### src/rtl/data_mem_mmio.sv
// Data-side memory for the single-cycle core: word RAM plus an MMIO window
// holding a GPIO output register and a compare/auto-reload timer.
module data_mem_mmio #(
    parameter int          DEPTH     = 64,
    parameter logic [31:0] MMIO_BASE = 32'h0000_1000
) (
    input  logic        clk,
    input  logic        rst,
    input  logic [31:0] DataAdr,
    input  logic [31:0] WriteData,
    input  logic        MemWrite,
    output logic [31:0] ReadData,
    output logic [31:0] gpio_out,
    output logic        timer_irq
);

    localparam int          AW        = $clog2(DEPTH);
    localparam logic [31:0] RAM_BYTES = 32'(DEPTH * 4);

    localparam logic [9:0] OFF_GPIO  = 10'd0;
    localparam logic [9:0] OFF_CTRL  = 10'd1;
    localparam logic [9:0] OFF_COUNT = 10'd2;
    localparam logic [9:0] OFF_CMP   = 10'd3;
    localparam logic [9:0] OFF_STAT  = 10'd4;

    logic [31:0]   ram [DEPTH];
    logic [31:0]   gpio_reg;
    logic [2:0]    ctrl;
    logic [31:0]   count;
    logic [31:0]   cmp;
    logic          match;

    logic          ram_sel;
    logic          mmio_sel;
    logic [AW-1:0] ram_idx;
    logic [9:0]    word_off;
    logic          wr_gpio;
    logic          wr_ctrl;
    logic          wr_count;
    logic          wr_cmp;
    logic          wr_stat;
    logic          tmr_en;
    logic          tmr_reload;
    logic          tmr_irq_en;
    logic          hit;

    // Low two address bits are ignored everywhere: all accesses are whole words.
    assign ram_sel  = (DataAdr < RAM_BYTES);
    assign mmio_sel = (DataAdr[31:12] == MMIO_BASE[31:12]);
    assign ram_idx  = DataAdr[AW+1:2];
    assign word_off = DataAdr[11:2];

    assign wr_gpio  = MemWrite && mmio_sel && (word_off == OFF_GPIO);
    assign wr_ctrl  = MemWrite && mmio_sel && (word_off == OFF_CTRL);
    assign wr_count = MemWrite && mmio_sel && (word_off == OFF_COUNT);
    assign wr_cmp   = MemWrite && mmio_sel && (word_off == OFF_CMP);
    assign wr_stat  = MemWrite && mmio_sel && (word_off == OFF_STAT);

    assign tmr_en     = ctrl[0];
    assign tmr_reload = ctrl[1];
    assign tmr_irq_en = ctrl[2];
    assign hit        = (count == cmp);

    always_ff @(posedge clk) begin
        if (MemWrite && ram_sel) begin
            ram[ram_idx] <= WriteData;
        end
    end

    always_ff @(posedge clk or negedge rst) begin
        if (!rst) begin
            gpio_reg <= '0;
            ctrl     <= '0;
            count    <= '0;
            cmp      <= 32'hFFFF_FFFF;
            match    <= 1'b0;
        end else begin
            if (wr_gpio) gpio_reg <= WriteData;
            if (wr_ctrl) ctrl     <= WriteData[2:0];
            if (wr_cmp)  cmp      <= WriteData;

            // A CPU write to COUNT beats both increment and reload.
            if (wr_count) begin
                count <= WriteData;
            end else if (tmr_en) begin
                if (hit && tmr_reload) count <= '0;
                else                   count <= count + 32'd1;
            end

            // A fresh match wins over a simultaneous W1C clear.
            if (tmr_en && hit) begin
                match <= 1'b1;
            end else if (wr_stat && WriteData[0]) begin
                match <= 1'b0;
            end
        end
    end

    always_comb begin
        ReadData = '0;
        if (ram_sel) begin
            ReadData = ram[ram_idx];
        end else if (mmio_sel) begin
            case (word_off)
                OFF_GPIO:  ReadData = gpio_reg;
                OFF_CTRL:  ReadData = {29'd0, ctrl};
                OFF_COUNT: ReadData = count;
                OFF_CMP:   ReadData = cmp;
                OFF_STAT:  ReadData = {31'd0, match};
                default:   ReadData = '0;
            endcase
        end
    end

    assign gpio_out  = gpio_reg;
    assign timer_irq = match && tmr_irq_en;

endmodule

### config.mk
export PLATFORM = sky130hd
export DESIGN_NAME = data_mem_mmio
export DESIGN_NICKNAME = d
export VERILOG_FILES = /design/src/rtl/data_mem_mmio.sv
export SDC_FILE = /design/constraint.sdc
export NUM_CORES = 2
export LEC_CHECK = 0
export CAP_MARGIN = 20
export CORE_MARGIN = 2
export CORE_UTILIZATION = 32
export DETAILED_ROUTE_END_ITERATION = 10
export GPL_TIMING_DRIVEN = 0
export PLACE_DENSITY = 0.42
export SETUP_SLACK_MARGIN = 0.5
export SLEW_MARGIN = 15
export SYNTH_ARGS = -nofsm -noshare
export SYNTH_HDL_FRONTEND = slang
export SYNTH_SLANG_ARGS = --single-unit
### constraint.sdc
create_clock -name clk -period 4 [get_ports clk]
set_input_delay 0.8 -clock clk [delete_from_list [all_inputs] [get_ports clk]]
set_output_delay 0.8 -clock clk [all_outputs]
set_load 0.01 [all_outputs]
Yosys cells after proc, flatten, opt, wreduce, memory -nomap -nowiden --
Memory sizes are Yosys's and may differ from the RTL's. Index checks and enable logic that the tools add are counted.
Storage, ports and cells: register bits after elaboration 100, latch bits 0, RAM bits 2048, bits in read-only memories 0, bits of input ports 67, output and inout bits 65, logic and storage cells 38, memories 1
Operators by class: $add $sub $neg 1, multipliers 0, div/mod/pow operators 0, $lt $le $gt $ge 1, eq/ne operators 6, shifts and indexed selects 0, multiplexer cells 10, bitwise operators 0, reductions and logical operators 14
Memory list:
- ram | words 64, width 32, rd ports 1, clocked after memory_dff 0, write ports 1, RTL line 26 | logic [31:0] ram [DEPTH];
Operators with widths (count):
- $mux W32 | 5
- $pmux W32 S5 | 1
- $add A32 B1 Y32 const B | 1
- $eq A32 B32 Y1 | 1
- $lt A32 B9 Y1 const B | 1
- $eq A10 B2 Y1 const B | 2
- $eq A20 B1 Y1 const B | 1
- $logic_and A1 B1 Y1 | 11
- $eq A10 B1 Y1 const B | 1
- $eq A10 B3 Y1 const B | 1
- $logic_not A10 Y1 | 1
- $mux W1 | 4
- $reduce_bool A2 Y1 | 2

Longest topological paths before layout --
word-level depth 6, depth in mapped cells 12, mapped depth without buffers 7

Worst setup path after synthesis --
Ideal clock, no wire load.
path kind input to register, from in DataAdr[17], to mem ram[15][0], enable pin, setup time 421 ps, arrival 3626 ps, data required time 3579 ps, slack -47 ps, stages 8, buffers on the path 2, cell sequence or4_1 nor2_1 and3_1 clkbuf_1 and2_1 buf_2 nand2_1 nor2_1
On the way: cells in the longest elaborated chain, start to end 4
RTL lines:
- start, declared | RTL line 9 | input logic [31:0] DataAdr,
- $lt A32 B9 Y1 | RTL line 48 | assign ram_sel = (DataAdr < RAM_BYTES);
- $logic_and A1 B1 Y1 | RTL line 65 | if (MemWrite && ram_sel) begin
- $mux W1 | RTL line 65
- $mux W1 (not written as such) | RTL line 66 | ram[ram_idx] <= WriteData;
- end, declared | RTL line 26
Every way passes these cells.

Worst setup path in the final report --
from in DataAdr[4], to out ReadData[27]
On the way: cells in the longest elaborated chain, start to end 4, elaborated cells between the ends (all ways) 10, classes of those cells 1 x order compare; 4 x eq/ne; 3 x mux; 1 x reduce/logical; 1 x memory
RTL lines:
- branches (longest 3 deep; another with $lt A32 B9 Y1)
- $mux W32 (*) | RTL line 101 | if (ram_sel) begin
- end, declared | RTL line 12 | output logic [31:0] ReadData,
Mark *: on every way between the ends.

==> results.yml <==
detailed_routing:
  vias: 62000
  drc: 0
  viasPerCell: 6.61
  dr.first_iter.drc_count: 12800
  firstDrtPassIters: 9
  final_antenna_net_count: 0
  drt-wirelength-per-cell_um: 50.5
  routed_wl_um: 474000
power_and_ir_drop:
  intPower_mw: 37.5
  total_power_mw: 50.0
  powerDensity_mw_per_mm2: 455
  seq_power_share: 0.492
  comb_power_share: 0.082
  p_leak_nw: 35.6
  clock_power_share: 0.426
  power_switching_mw: 12.5
  p_sw_frac: 0.250
  ir_worst_vdd_mv: 0.373
global_routing:
  grt_pass1_vias: 55700
  grt_first_pass_wirelength_um: 597000
  grt_util_all_layers: 0.347
  antenna_found_initial: 57
  grt_start_max_net_pins: 78
  gr-total-overflow: 0
min_path:
  hp-class: "in -> reg"
synth:
  synth_top_area_cell: "edfxtp_1"
  ys_seq_area_frac: 0.767
  netlist_area_mm2: 0.0835
  synthTopCellsByArea: "edfxtp_1 (74%), a22oi_1 (6.8%), nor4bb_1 (2.1%), dfrtp_1 (2.0%), nand4_1 (1.5%)"
  synth_warnings: 0
  ys_types: 68
  synth_edf_count: 2048
  async_reset_ff_frac: 0.0466
  syn_area_per_cell_um2: 17.0
  yosysTopAreaCellShare: 0.736
  postSynthCellCount: 4900
  synth_seq_cells: 2148
  ys.flop_type: "edfxtp_1"
  syn_nets: 4968
floorplan:
  dieArea_mm2: 0.265
  io_pins: 132
  fp.dieW_um: 515
  row_count: 187
  die_h_um: 515
  start_util: 0.322
  coreArea_mm2: 0.260
timing:
  setup_tns_ps: -24970
  worstMarginPinSlew_ps: 1200
  fin_worst_skew_ps: 36.4
  slew_headroom: 0.196
  hold_viol_final: 0
  finalSetupViolations: 32
  fin_hold_ws_ps: 197
  period_minus_slack_ps: 5210
  max_freq_ghz: 0.192
  timing.final.ws_setup_ps: -1210
  finalCritPeriodShare: 1.30
  rsz0062_at_grt: "yes"
  slew_viol_final: 0
clock_network:
  cts_buffer_depth: 4
  h-tree-depth: 4
  cts_buffers: 236
  clock-root-buffer: "clkbuf_16"
  clkLatencyLatePin_ps: 900
  tritoncts: "built"
  clock-sinks: 2148
  path_clk_slew_ps: 60
place:
  dpl.hpwl_um: 328000
  dpl-instance-area_mm2: 0.0952
  dp_cells: 8681
  gp_congestion: 0.941
  io_buffers: 126
status:
  status: "finished, violations left"
  violations: "negative setup slack"
setup_path:
  crit_type: "in -> out"
  crit_fanout: 5
  start_kind: "input port"
  end_kind: "output port"
  path_common_cell: "buf_16"
  worstPathArrival_ps: 4410
  timing.rr.start: "count[24]"
  r2r_cells: 8
  rrSetupSlack_ps: 730
  startpoint: "DataAdr[4]"
  critPathCapture: "ReadData[27]"
  cp_cell_sequence: "buf_16 -> buf_16 -> and3b_2 -> buf_12 -> buf_12 -> buf_12 -> buf_16 -> buf_16 -> a22oi_2 -> nand4_1 -> a22oi_2 -> nand4_1 -> o2bb2ai_2 -> buf_2"
  cp_slowest_cell: "nand4_1"
  slowest_delay_ps: 690
  r2r-end: "count[22]"
  crit_required_ps: 3200
final_layout:
  syn2layout_area_growth_pct: 31.7
  fin_area_mm2: 0.110
  fillers: 23000
  final_cells: 9382
  nets: 5845
  drive_above_1_share: 0.306
run:
  max-cap-violations: 0
## through the flow
step / util / setup slack [ps]
6_report: 0.424 / -1210
5_1_grt: 0.423 / -1100
4_1_cts: 0.417 / -1030
3_5_place_dp: 0.367 / -2380
3_3_place_gp: 0.344 / -3650
2_1_floorplan: - / 382
## flip-flops by register name, indices dropped and copies added (netlist names)
signal,flops
cmp,32
gpio_out,32
ram,2048
count,32
match,1
ctrl,3
## cell usage after synthesis, types with 9 or more instances
library cell and count:
nor2_1 88, buf_6 13, a21oi_1 79, nor3_1 26, nand2_1 59, nor4_1 109
a222oi_1 29, mux2_2 67, o2bb2ai_1 33, dfrtp_1 68, dfstp_2 32, edfxtp_1 2048
nor4b_1 78, and4b_1 117, nand4_1 206, buf_1 55, a31oi_1 74, a22o_1 49
a2bb2oi_1 9, and3_1 11, xnor2_1 38, a22oi_1 752, a41oi_1 13, nand3_1 55
buf_2 123, clkbuf_1 224, or4bb_1 20, nand4b_1 55, and4_1 45, nor4bb_1 179
o31ai_1 28, xor2_1 13
## power by group through the flow
stage	registers (mW)	clock network, mW	logic [mW]
floorplan	25.1	0	0.918
global placement	25.2	0	3.07
detailed placement	25.1	0	3.27
CTS	24.6	21.2	3.78
global route	24.6	22.0	4.00
finish	24.6	21.3	4.10
## timing repair
item | in CTS | in global routing
pin swaps | 217 | 164
endpoints found under the hold margin | 23 | 0
cloned | 9 | 2
gates resized for setup | 1287 | 167
hold buffers | 1 | 0
setup buffers | 153 | 95
endpoints found under the setup margin | 2079 | 453
## final cells by class
type | count | area, µm² | share of cell area
antenna | 21 | 52.6 | 0.000478
buffer | 424 | 4490 | 0.0408
clock inverter | 136 | 1050 | 0.00951
inverter | 3 | 11.3 | 0.000102
multi-input combinational | 2325 | 20700 | 0.188
timing repair buffer | 639 | 9280 | 0.0843
clock buffer | 284 | 6130 | 0.0557
sequential | 2148 | 64000 | 0.582
tap | 3402 | 4260 | 0.0387
## routing by layer
metal | GRT usage | wire (µm) | up-vias
met3 | 0.121 | 64600 | 1208
met2 | 0.488 | 194000 | 5530
met5 | 0.00548 | 586 | -
met1 | 0.465 | 182000 | 32700
met4 | 0.191 | 32300 | 24
li1 | - | - | 22600
## cells by family after synthesis
kind of cell | Yosys count | synth area share
compound gates | 1100 | 0.0977
mux | 75 | 0.0100
xor+xnor | 51 | 0.00535
fa+ha+maj | 1 | 0.000150
simple gates | 1098 | 0.0976
flops | 2148 | 0.767
buf+inv | 427 | 0.0225
## worst min path at each step
stage                             from     endpoint  slack [ps]  cells after the start
final                     WriteData[1]   ram[53][1]         200                      1
after global routing      WriteData[1]   ram[53][1]         190                      1
after CTS                 WriteData[1]   ram[53][1]         150                      1
after detailed placement   gpio_out[7]  gpio_out[7]         530                      1
after global placement           match        match         500                      1
after floorplan                  match        match         470                      1
## critical path, delay by kind of cell
kind                   cells  cell delay, ps
buffers and inverters      8            1140
AND/OR/NAND/NOR            3            1330
AO/OA/AOI/OAI              3            1080
## layout by cell type (no fill, tap or decap), types with 66 or more instances in the layout
cell	count
buf_4	267
nor4b_1	72
clkbuf_4	80
buf_6	87
clkbuf_16	261
nand4_1	206
buf_12	167
and4b_1	116
mux2_2	67
a22oi_2	116
edfxtp_1	2048
clkinv_1	66
a22oi_1	636
buf_2	85
nor4bb_1	179
buf_16	125
dfrtp_1	68
Note: power is estimated with default switching activity, not from simulation.
